===== config.mk =====
export PLATFORM = sky130hd
export DESIGN_NAME = c_merge6_nodata_sync_flat
export DESIGN_NICKNAME = d
export VERILOG_FILES = /design/src/rtl/c_merge6_nodata_sync_if.sv /design/src/rtl/c_merge6_nodata_sync.sv /design/src/flat_wrapper.sv
export SDC_FILE = /design/constraint.sdc
export NUM_CORES = 1
export LEC_CHECK = 0
export ABC_CLOCK_PERIOD_IN_PS = 4150
export CORE_ASPECT_RATIO = 2
export CORE_UTILIZATION = 30
export DETAILED_ROUTE_END_ITERATION = 12
export PLACE_DENSITY = 0.63
export SLEW_MARGIN = 25
export SYNTH_ARGS = -nofsm -noshare
export SYNTH_HDL_FRONTEND = slang
export SYNTH_SLANG_ARGS = --single-unit

===== constraint.sdc =====
create_clock -name clk -period 4.15 [get_ports clk]
set_input_delay 1.245 -clock clk [delete_from_list [all_inputs] [get_ports clk]]
set_output_delay 1.245 -clock clk [all_outputs]
set_load 0.005 [all_outputs]

===== src/rtl/c_merge6_nodata_sync_if.sv =====
// ---------------------------------------------------------------------------
// c_merge6_nodata_sync_if
// Handshake bundle for the six-into-one dataless merge.
//   i_drive0..5  : upstream request pulses (into the merge)
//   o_free0..5   : upstream completion pulses (out of the merge)
//   o_driveNext  : downstream request pulse (out of the merge)
//   i_freeNext   : downstream completion pulse (into the merge)
//   o_sel        : one-hot granted port while busy, 0 when idle
//   o_busy       : transaction in flight
//   o_err        : sticky protocol-violation flag
// Modports: slave = the merge itself, master = whatever surrounds it.
// ---------------------------------------------------------------------------
interface c_merge6_nodata_sync_if;
  logic       i_drive0, i_drive1, i_drive2, i_drive3, i_drive4, i_drive5;
  logic       o_free0, o_free1, o_free2, o_free3, o_free4, o_free5;
  logic       o_driveNext;
  logic       i_freeNext;
  logic [5:0] o_sel;
  logic       o_busy;
  logic       o_err;

  modport slave (
    input  i_drive0, i_drive1, i_drive2, i_drive3, i_drive4, i_drive5,
    input  i_freeNext,
    output o_free0, o_free1, o_free2, o_free3, o_free4, o_free5,
    output o_driveNext, o_sel, o_busy, o_err
  );

  modport master (
    output i_drive0, i_drive1, i_drive2, i_drive3, i_drive4, i_drive5,
    output i_freeNext,
    input  o_free0, o_free1, o_free2, o_free3, o_free4, o_free5,
    input  o_driveNext, o_sel, o_busy, o_err
  );
endinterface


===== src/rtl/c_merge6_nodata_sync.sv =====
// ---------------------------------------------------------------------------
// c_merge6_nodata_sync
// Clocked 6-to-1 merge for dataless drive/free handshake channels. Each
// upstream drive pulse is latched as a pending request; one request at a time
// is granted, forwarded downstream as a single o_driveNext pulse, and once the
// downstream i_freeNext arrives a single o_free pulse goes back to the winner.
//
// Ports:
//   clk  : clock, rising edge
//   rstn : synchronous active-low reset
//   bus  : c_merge6_nodata_sync_if.slave handshake bundle
//
// Build option:
//   CMERGE6_ROUND_ROBIN_EN defined   -> round-robin arbitration starting after
//                                       the last completed port
//   CMERGE6_ROUND_ROBIN_EN undefined -> fixed priority, port 0 highest
// ---------------------------------------------------------------------------
module c_merge6_nodata_sync #(
  parameter int NUM_PORTS = 6
) (
  input logic                       clk,
  input logic                       rstn,
  c_merge6_nodata_sync_if.slave     bus
);

  if (NUM_PORTS != 6) begin : gBadNumPorts
    $error("c_merge6_nodata_sync supports NUM_PORTS == 6 only");
  end

  typedef enum logic [1:0] {IDLE, DRIVE, WAIT} state_t;

  state_t     state, stateNext;
  logic [5:0] drives;
  logic [5:0] pending, pendingNext;
  logic [5:0] selReg, selNext;
  logic [5:0] freeReg, freeNextVec;
  logic [5:0] clrMask;
  logic [5:0] grantOh;
  logic       driveReg, driveOutNext;
  logic       busyReg, busyNext;
  logic       errReg, errNext;
  logic       grantEn;
  logic       complete;
  logic [2:0] searchFrom;

  // Search starts at the port after 'from' and wraps; the first pending hit wins.
  function automatic logic [5:0] pickNext(input logic [5:0] req, input logic [2:0] from);
    logic [5:0] g;
    logic [2:0] idx;
    g   = '0;
    idx = from;
    for (int k = 0; k < 6; k++) begin
      idx = (idx == 3'd5) ? 3'd0 : idx + 3'd1;
      if (g == '0 && req[idx]) g[idx] = 1'b1;
    end
    return g;
  endfunction

`ifdef CMERGE6_ROUND_ROBIN_EN
  logic [2:0] last;

  function automatic logic [2:0] ohToIdx(input logic [5:0] oh);
    logic [2:0] r;
    case (oh)
      6'b000010: r = 3'd1;
      6'b000100: r = 3'd2;
      6'b001000: r = 3'd3;
      6'b010000: r = 3'd4;
      6'b100000: r = 3'd5;
      default:   r = 3'd0;
    endcase
    return r;
  endfunction

  assign searchFrom = last;

  always_ff @(posedge clk) begin
    if (!rstn)         last <= 3'd5;
    else if (complete) last <= ohToIdx(selReg);
  end
`else
  // Starting "after port 5" makes the wrap search a plain 0..5 priority scan.
  assign searchFrom = 3'd5;
`endif

  assign drives = {bus.i_drive5, bus.i_drive4, bus.i_drive3,
                   bus.i_drive2, bus.i_drive1, bus.i_drive0};

  assign grantOh = pickNext(pending, searchFrom);

  // Only requests registered on an earlier edge are eligible; granting is also
  // held off while a free pulse is on the wire so the next drive never
  // shares a cycle with it and a completed port gets a full idle cycle.
  assign grantEn = (state == IDLE) && (pending != '0) && (freeReg == '0);

  // ---- state register ----
  always_ff @(posedge clk) begin
    if (!rstn) begin
      state    <= IDLE;
      pending  <= '0;
      selReg   <= '0;
      freeReg  <= '0;
      driveReg <= 1'b0;
      busyReg  <= 1'b0;
      errReg   <= 1'b0;
    end else begin
      state    <= stateNext;
      pending  <= pendingNext;
      selReg   <= selNext;
      freeReg  <= freeNextVec;
      driveReg <= driveOutNext;
      busyReg  <= busyNext;
      errReg   <= errNext;
    end
  end

  // ---- next-state logic ----
  always_comb begin
    stateNext = state;
    complete  = 1'b0;
    case (state)
      IDLE:  if (grantEn) stateNext = DRIVE;
      // A free already present during the drive cycle completes at once.
      DRIVE: begin
        if (bus.i_freeNext) begin
          complete  = 1'b1;
          stateNext = IDLE;
        end else begin
          stateNext = WAIT;
        end
      end
      WAIT: begin
        if (bus.i_freeNext) begin
          complete  = 1'b1;
          stateNext = IDLE;
        end
      end
      default: stateNext = IDLE;
    endcase
  end

  // ---- output / datapath next values ----
  always_comb begin
    selNext      = selReg;
    busyNext     = busyReg;
    driveOutNext = 1'b0;
    freeNextVec  = '0;
    clrMask      = '0;
    if (grantEn) begin
      selNext      = grantOh;
      busyNext     = 1'b1;
      driveOutNext = 1'b1;
    end
    if (complete) begin
      freeNextVec = selReg;
      clrMask     = selReg;
      selNext     = '0;
      busyNext    = 1'b0;
    end
    // A new drive on the winner's clearing edge re-arms it (set beats clear).
    pendingNext = (pending & ~clrMask) | drives;
    // Errors: drive on a still-pending port (request dropped), or a
    // downstream free with nothing in flight.
    errNext = errReg
            | (|(drives & pending & ~clrMask))
            | ((state == IDLE) && bus.i_freeNext);
  end

  assign bus.o_driveNext = driveReg;
  assign bus.o_sel       = selReg;
  assign bus.o_busy      = busyReg;
  assign bus.o_err       = errReg;
  assign bus.o_free0     = freeReg[0];
  assign bus.o_free1     = freeReg[1];
  assign bus.o_free2     = freeReg[2];
  assign bus.o_free3     = freeReg[3];
  assign bus.o_free4     = freeReg[4];
  assign bus.o_free5     = freeReg[5];

endmodule


===== src/flat_wrapper.sv =====
// flat-port wrapper written by rule: the top's interface ports become plain ports
module c_merge6_nodata_sync_flat 
#(
  parameter int NUM_PORTS = 6
)
  (clk, rstn, bus_i_drive0, bus_i_drive1, bus_i_drive2, bus_i_drive3, bus_i_drive4, bus_i_drive5, bus_i_freeNext, bus_o_free0, bus_o_free1, bus_o_free2, bus_o_free3, bus_o_free4, bus_o_free5, bus_o_driveNext, bus_o_sel, bus_o_busy, bus_o_err);
  c_merge6_nodata_sync_if bus_i ();
  input logic clk;
  input logic rstn;
  input wire logic [$bits(bus_i.i_drive0)-1:0] bus_i_drive0;
  input wire logic [$bits(bus_i.i_drive1)-1:0] bus_i_drive1;
  input wire logic [$bits(bus_i.i_drive2)-1:0] bus_i_drive2;
  input wire logic [$bits(bus_i.i_drive3)-1:0] bus_i_drive3;
  input wire logic [$bits(bus_i.i_drive4)-1:0] bus_i_drive4;
  input wire logic [$bits(bus_i.i_drive5)-1:0] bus_i_drive5;
  input wire logic [$bits(bus_i.i_freeNext)-1:0] bus_i_freeNext;
  output wire logic [$bits(bus_i.o_free0)-1:0] bus_o_free0;
  output wire logic [$bits(bus_i.o_free1)-1:0] bus_o_free1;
  output wire logic [$bits(bus_i.o_free2)-1:0] bus_o_free2;
  output wire logic [$bits(bus_i.o_free3)-1:0] bus_o_free3;
  output wire logic [$bits(bus_i.o_free4)-1:0] bus_o_free4;
  output wire logic [$bits(bus_i.o_free5)-1:0] bus_o_free5;
  output wire logic [$bits(bus_i.o_driveNext)-1:0] bus_o_driveNext;
  output wire logic [$bits(bus_i.o_sel)-1:0] bus_o_sel;
  output wire logic [$bits(bus_i.o_busy)-1:0] bus_o_busy;
  output wire logic [$bits(bus_i.o_err)-1:0] bus_o_err;
  assign bus_i.i_drive0 = bus_i_drive0;
  assign bus_i.i_drive1 = bus_i_drive1;
  assign bus_i.i_drive2 = bus_i_drive2;
  assign bus_i.i_drive3 = bus_i_drive3;
  assign bus_i.i_drive4 = bus_i_drive4;
  assign bus_i.i_drive5 = bus_i_drive5;
  assign bus_i.i_freeNext = bus_i_freeNext;
  assign bus_o_free0 = bus_i.o_free0;
  assign bus_o_free1 = bus_i.o_free1;
  assign bus_o_free2 = bus_i.o_free2;
  assign bus_o_free3 = bus_i.o_free3;
  assign bus_o_free4 = bus_i.o_free4;
  assign bus_o_free5 = bus_i.o_free5;
  assign bus_o_driveNext = bus_i.o_driveNext;
  assign bus_o_sel = bus_i.o_sel;
  assign bus_o_busy = bus_i.o_busy;
  assign bus_o_err = bus_i.o_err;
  c_merge6_nodata_sync #(.NUM_PORTS(NUM_PORTS)) u_core (.clk(clk), .rstn(rstn), .bus(bus_i));
endmodule

## Word-level counts from Yosys, hierarchy flattened

Cells that the tools add are included.

| storage, ports and cells | value |
|---|---|
| bits in registers | 23 |
| bits of input ports | 9 |

| cells by class | value |
|---|---|
| equality and inequality tests | 4 |
| muxes and demuxes | 14 |
| bitwise gates (word level) | 8 |
| reduce and logical (&&, ||, !) cells | 20 |

Operators by type and width:

| kind | number |
|---|---|
| zero test 6 bit | 6 |
| AND 6 bit | 3 |
| two-way mux 6 bit | 2 |
| logical AND 1 bit | 8 |
| two-way mux 2 bit | 4 |
| inverter 6 bit | 1 |
| OR 6 bit | 1 |
| case mux 2 bit (3 select lines) | 1 |
| nonzero test 6 bit | 1 |
| OR reduction 6 bit | 1 |
| two-way mux 5 bit | 1 |
| two-way mux 1 bit | 4 |
| two-way mux 4 bit | 1 |
| OR reduction 2 bit | 2 |
| two-way mux 3 bit | 1 |
| equality test 2 x 1 -> 1 bit (second input constant) | 1 |
| equality test 2 bit (second input constant) | 1 |
| zero test 2 bit | 1 |
| inequality test 2 x 1 -> 1 bit (second input constant) | 1 |
| inequality test 2 bit (second input constant) | 1 |
| OR 1 bit | 2 |
| AND reduction 2 bit | 1 |
| inverter 1 bit | 1 |

## Logic depth before layout (Yosys ltp)

| logic depth | value |
|---|---|
| depth after elaboration | 16 |
| depth in mapped cells | 8 |

## Worst setup path before layout

Ideal clock, no wire load.

| timing path | value |
|---|---|
| path type | input to register |
| start | in bus_i_freeNext |
| end | reg u_core.errReg, in the netlist u_core.bus.o_err |
| setup time | 125 ps |
| arrival time | 2129 ps |
| data required time | 4025 ps |
| path slack | 1896 ps |
| stages on the path | 5 |
| buffers on the path | 1 |
| path through | and2_4 > buf_6 > nand2_2 > a32o_1 > o41a_1 |

| on the way | value |
|---|---|
| word-level cells in the longest chain between the ends | 8 |

RTL lines:

| element | RTL line | source |
|---|---|---|
| start, declared | flat_wrapper.sv:16 | `input wire logic [$bits(bus_i.i_freeNext)-1:0] bus_i_freeNext;` |
| two-way mux 1 bit | c_merge6_nodata_sync.sv:125, c_merge6_nodata_sync.sv:133 |  |
| two-way mux 1 bit | - |  |
| two-way mux 6 bit | - |  |
| inverter 6 bit | c_merge6_nodata_sync.sv:165 | `\| (\|(drives & pending & ~clrMask))` |
| AND 6 bit | c_merge6_nodata_sync.sv:165 |  |
| OR reduction 6 bit | c_merge6_nodata_sync.sv:165 |  |
| OR 1 bit | c_merge6_nodata_sync.sv:165 |  |
| OR 1 bit (*) | c_merge6_nodata_sync.sv:166 | `\| ((state == IDLE) && bus.i_freeNext);` |
| end signal, assigned | c_merge6_nodata_sync.sv:113 | `errReg <= errNext;` |
| end, declared | c_merge6_nodata_sync.sv:41 | `logic errReg, errNext;` |

Every way passes the cells marked *; elsewhere a longest branch is shown, timed or not.
A chain may end at the register's enable or synchronous reset.

## Worst setup path after layout

| timing path | value |
|---|---|
| start | in rstn |
| end | reg u_core.selReg[1], in the netlist u_core.bus.o_sel[1] |

| on the way | value |
|---|---|
| word-level cells in the longest chain between the ends | 2 |

RTL lines:

| element | RTL line | source |
|---|---|---|
| start, declared | flat_wrapper.sv:9 | `input logic rstn;` |
| inverter 1 bit (no source line) | - |  |
| OR reduction 2 bit (no source line) | - |  |
| end signal, assigned | c_merge6_nodata_sync.sv:109 | `selReg <= selNext;` |
| end, declared | c_merge6_nodata_sync.sv:35 | `logic [5:0] selReg, selNext;` |

No other way between the ends.

==> impl_metrics.tcl <==
set metrics [dict create \
    cts_setup_buffers 0 \
    drv_slew 0 \
    drt_iter0_markers 37 \
    port_buffers 23 \
    drc 0 \
    core_sq_mm 0.00316 \
    nets 137 \
    rsz0062_at_grt "false" \
    worstMarginPinSlew_ns 0.744 \
    vias_per_cell 5.41 \
    hold_buffers 0 \
    ff_latch_area_sq_um 460 \
    ys_seq_area_share_pct 46.6 \
    worst-setup-path-type "in -> reg" \
    p_leak_nw 0.506 \
    dieWidth_microns 42.6 \
    synthFlopType "dfxtp_1" \
    synth-edff-count 0 \
    cp.arrival_ns 2.85 \
    p_per_area_mw_per_mm2 415 \
    syn_to_final_growth_pct 30.6 \
    post-dp-hpwl_mm 1.73 \
    numCtsBuffers 3 \
    cts_buffer_depth 2 \
    clk_pin_slew_ns 0.08 \
    antenna_found_initial 0 \
    cp_data_required_time_ns 4.35 \
    cts_tree "built" \
    yosysWarningCount 0 \
    outcome "finished clean" \
    maxCapViolations 0 \
    rows 29 \
    die_y_microns 83.2 \
    setup_tns_ns 0 \
    fillers 323 \
    syn_area_per_cell_sq_um 9.98 \
    hp-class "reg -> reg" \
    multi_input_area_sq_um 500 \
    cts-root-buf "clkbuf_8" \
    final_layout_size_suffix_gt1_share_pct 9.68 \
    pre_cts_slack_ns 1.25 \
    grt_pass1_vias 818 \
    synth_area_leaders "dfxtp_1, and3_1, ha_1" \
    setup_viol 0 \
    clock_skew_ns 0.00305 \
    hold_violations 0 \
    syn_area_sq_um 988 \
    finalPower_uw 536 \
    diodes 0 \
    cts_max_level 1 \
    period_needed_ns 2.66 \
    grtUsageTotal_pct 13.8 \
    initial_core_util_pct 31.3 \
    synth-seq-cells 23 \
    grt_max_degree 19 \
    yosys.cell_types.count 35 \
    hold_ws_ns 0.469 \
    fmax_mhz 377 \
    layout_common_cells "clkdlybuf4s50_1, dfxtp_1, nand2_1" \
    die-area_sq_mm 0.00354 \
    routed_wl_mm 2.24 \
    end_kind "flip-flop" \
    yosys.area.top_type "dfxtp_1" \
    design_area_sq_mm 0.00129 \
    cp_max_fo 18 \
    syn-instance-count 99 \
    grt_pass1_wl_mm 3.71 \
    slew_headroom_pct 50.3 \
    antenna_left 0 \
    drtPass1Iterations 4 \
    period_share_pct 64.0 \
    worst_slack_ns 1.49 \
    async_reset_ff_share_pct 0 \
    ctsResizeCount 0 \
    avgRoutedWirePerCell_microns 14.4 \
    yosys.area.top_type_share_pct 46.6 \
    insertion_delay_ns 0.26 \
    start_kind "input pin" \
    syn_nets 111 \
    cts.sinks 23 \
    ioPinCount 24 \
    vias 838 \
    reg2reg_slack_ns 2.26 \
    postPlaceCellArea_sq_mm 0.00124 \
    vdd_drop_max_v 0.000244 \
    place_congestion 0.889 \
    grt_overflow 0 \
]
[sequential cells by signal, summed over array words and instances (netlist names)]
register	flops
u_core.bus.o_sel	6
u_core.freeReg	6
u_core.pending	6
u_core.state	2
u_core.bus.o_busy	1
u_core.bus.o_driveNext	1
u_core.bus.o_err	1
[cells in the mapped netlist (2+ instances only)]
cell and count:
dfxtp_1 23, nand2_1 9, and3_1 7, o21a_1 5, a21boi_0 4, o21ai_0 4
and2_1 3, ha_1 3, mux2i_1 3, nand4_1 3, nor2_1 3, nor2b_1 3
nor3_1 3, a21oi_1 2, inv_1 2, nand3_1 2, nand3b_1 2
[final timing paths]
check                    startpoint             endpoint  cells past startpoint
setup / recovery               rstn  u_core.bus.o_sel[1]                      5
hold / removal    u_core.bus.o_busy    u_core.bus.o_busy                      1
setup reg to reg    u_core.state[0]  u_core.bus.o_sel[1]                      6
hold reg to reg   u_core.bus.o_busy    u_core.bus.o_busy                      1
[layout make-up]
class	instances	area share (%)
repair buffers	24	18.4
multi-input cells	71	38.8
flip-flops and latches	23	35.7
clock buffers	3	3.20
well taps	31	3.00
clock inverters	1	0.388
inverters	2	0.581
[where the power goes]
part / total, mW / internal (mW) / switching (mW)
sequential: 0.261 / 0.241 / 0.0195
clock: 0.138 / 0.0670 / 0.0706
combinational: 0.137 / 0.0688 / 0.0685
total: 0.536 / 0.377 / 0.159
[per-layer routing]
layer / track usage, % / wire length, microns / up-vias / part of all wire, %
met1: 14.9 / 821 / 392 / 37
met3: 1.52 / 60 / 11 / 2.7
met5: 0 / 0 / - / 0
li1: - / - / 408 / -
met4: 10.2 / 116 / 0 / 5.2
met2: 23.6 / 1240 / 27 / 55
[kinds of logic (layout without fill, tap and decap cells)]
logic type,after synthesis,in the layout,share of synthesized area [%]
buffers and inverters,5,30,2.78
adders and majority gates,3,3,3.80
AOI/OAI and AO/OA,22,22,16.7
muxes,3,3,3.04
DFF,23,23,46.6
and+or+nand+nor,43,43,27.1
[critical path, cell delays in order]
cell             delay [ns]
clkdlybuf4s50_1        0.46
buf_4                  0.20
nor2b_1                0.63
nand3b_1               0.16
mux2i_1                0.15
[metrics by stage]
step                cells  util, %
floorplan              99        -
global placement      151     39.4
detailed placement    151     39.4
CTS                   155     40.9
global route          155     40.9
finish                155     40.9
Power figures use the tool's default switching activity.
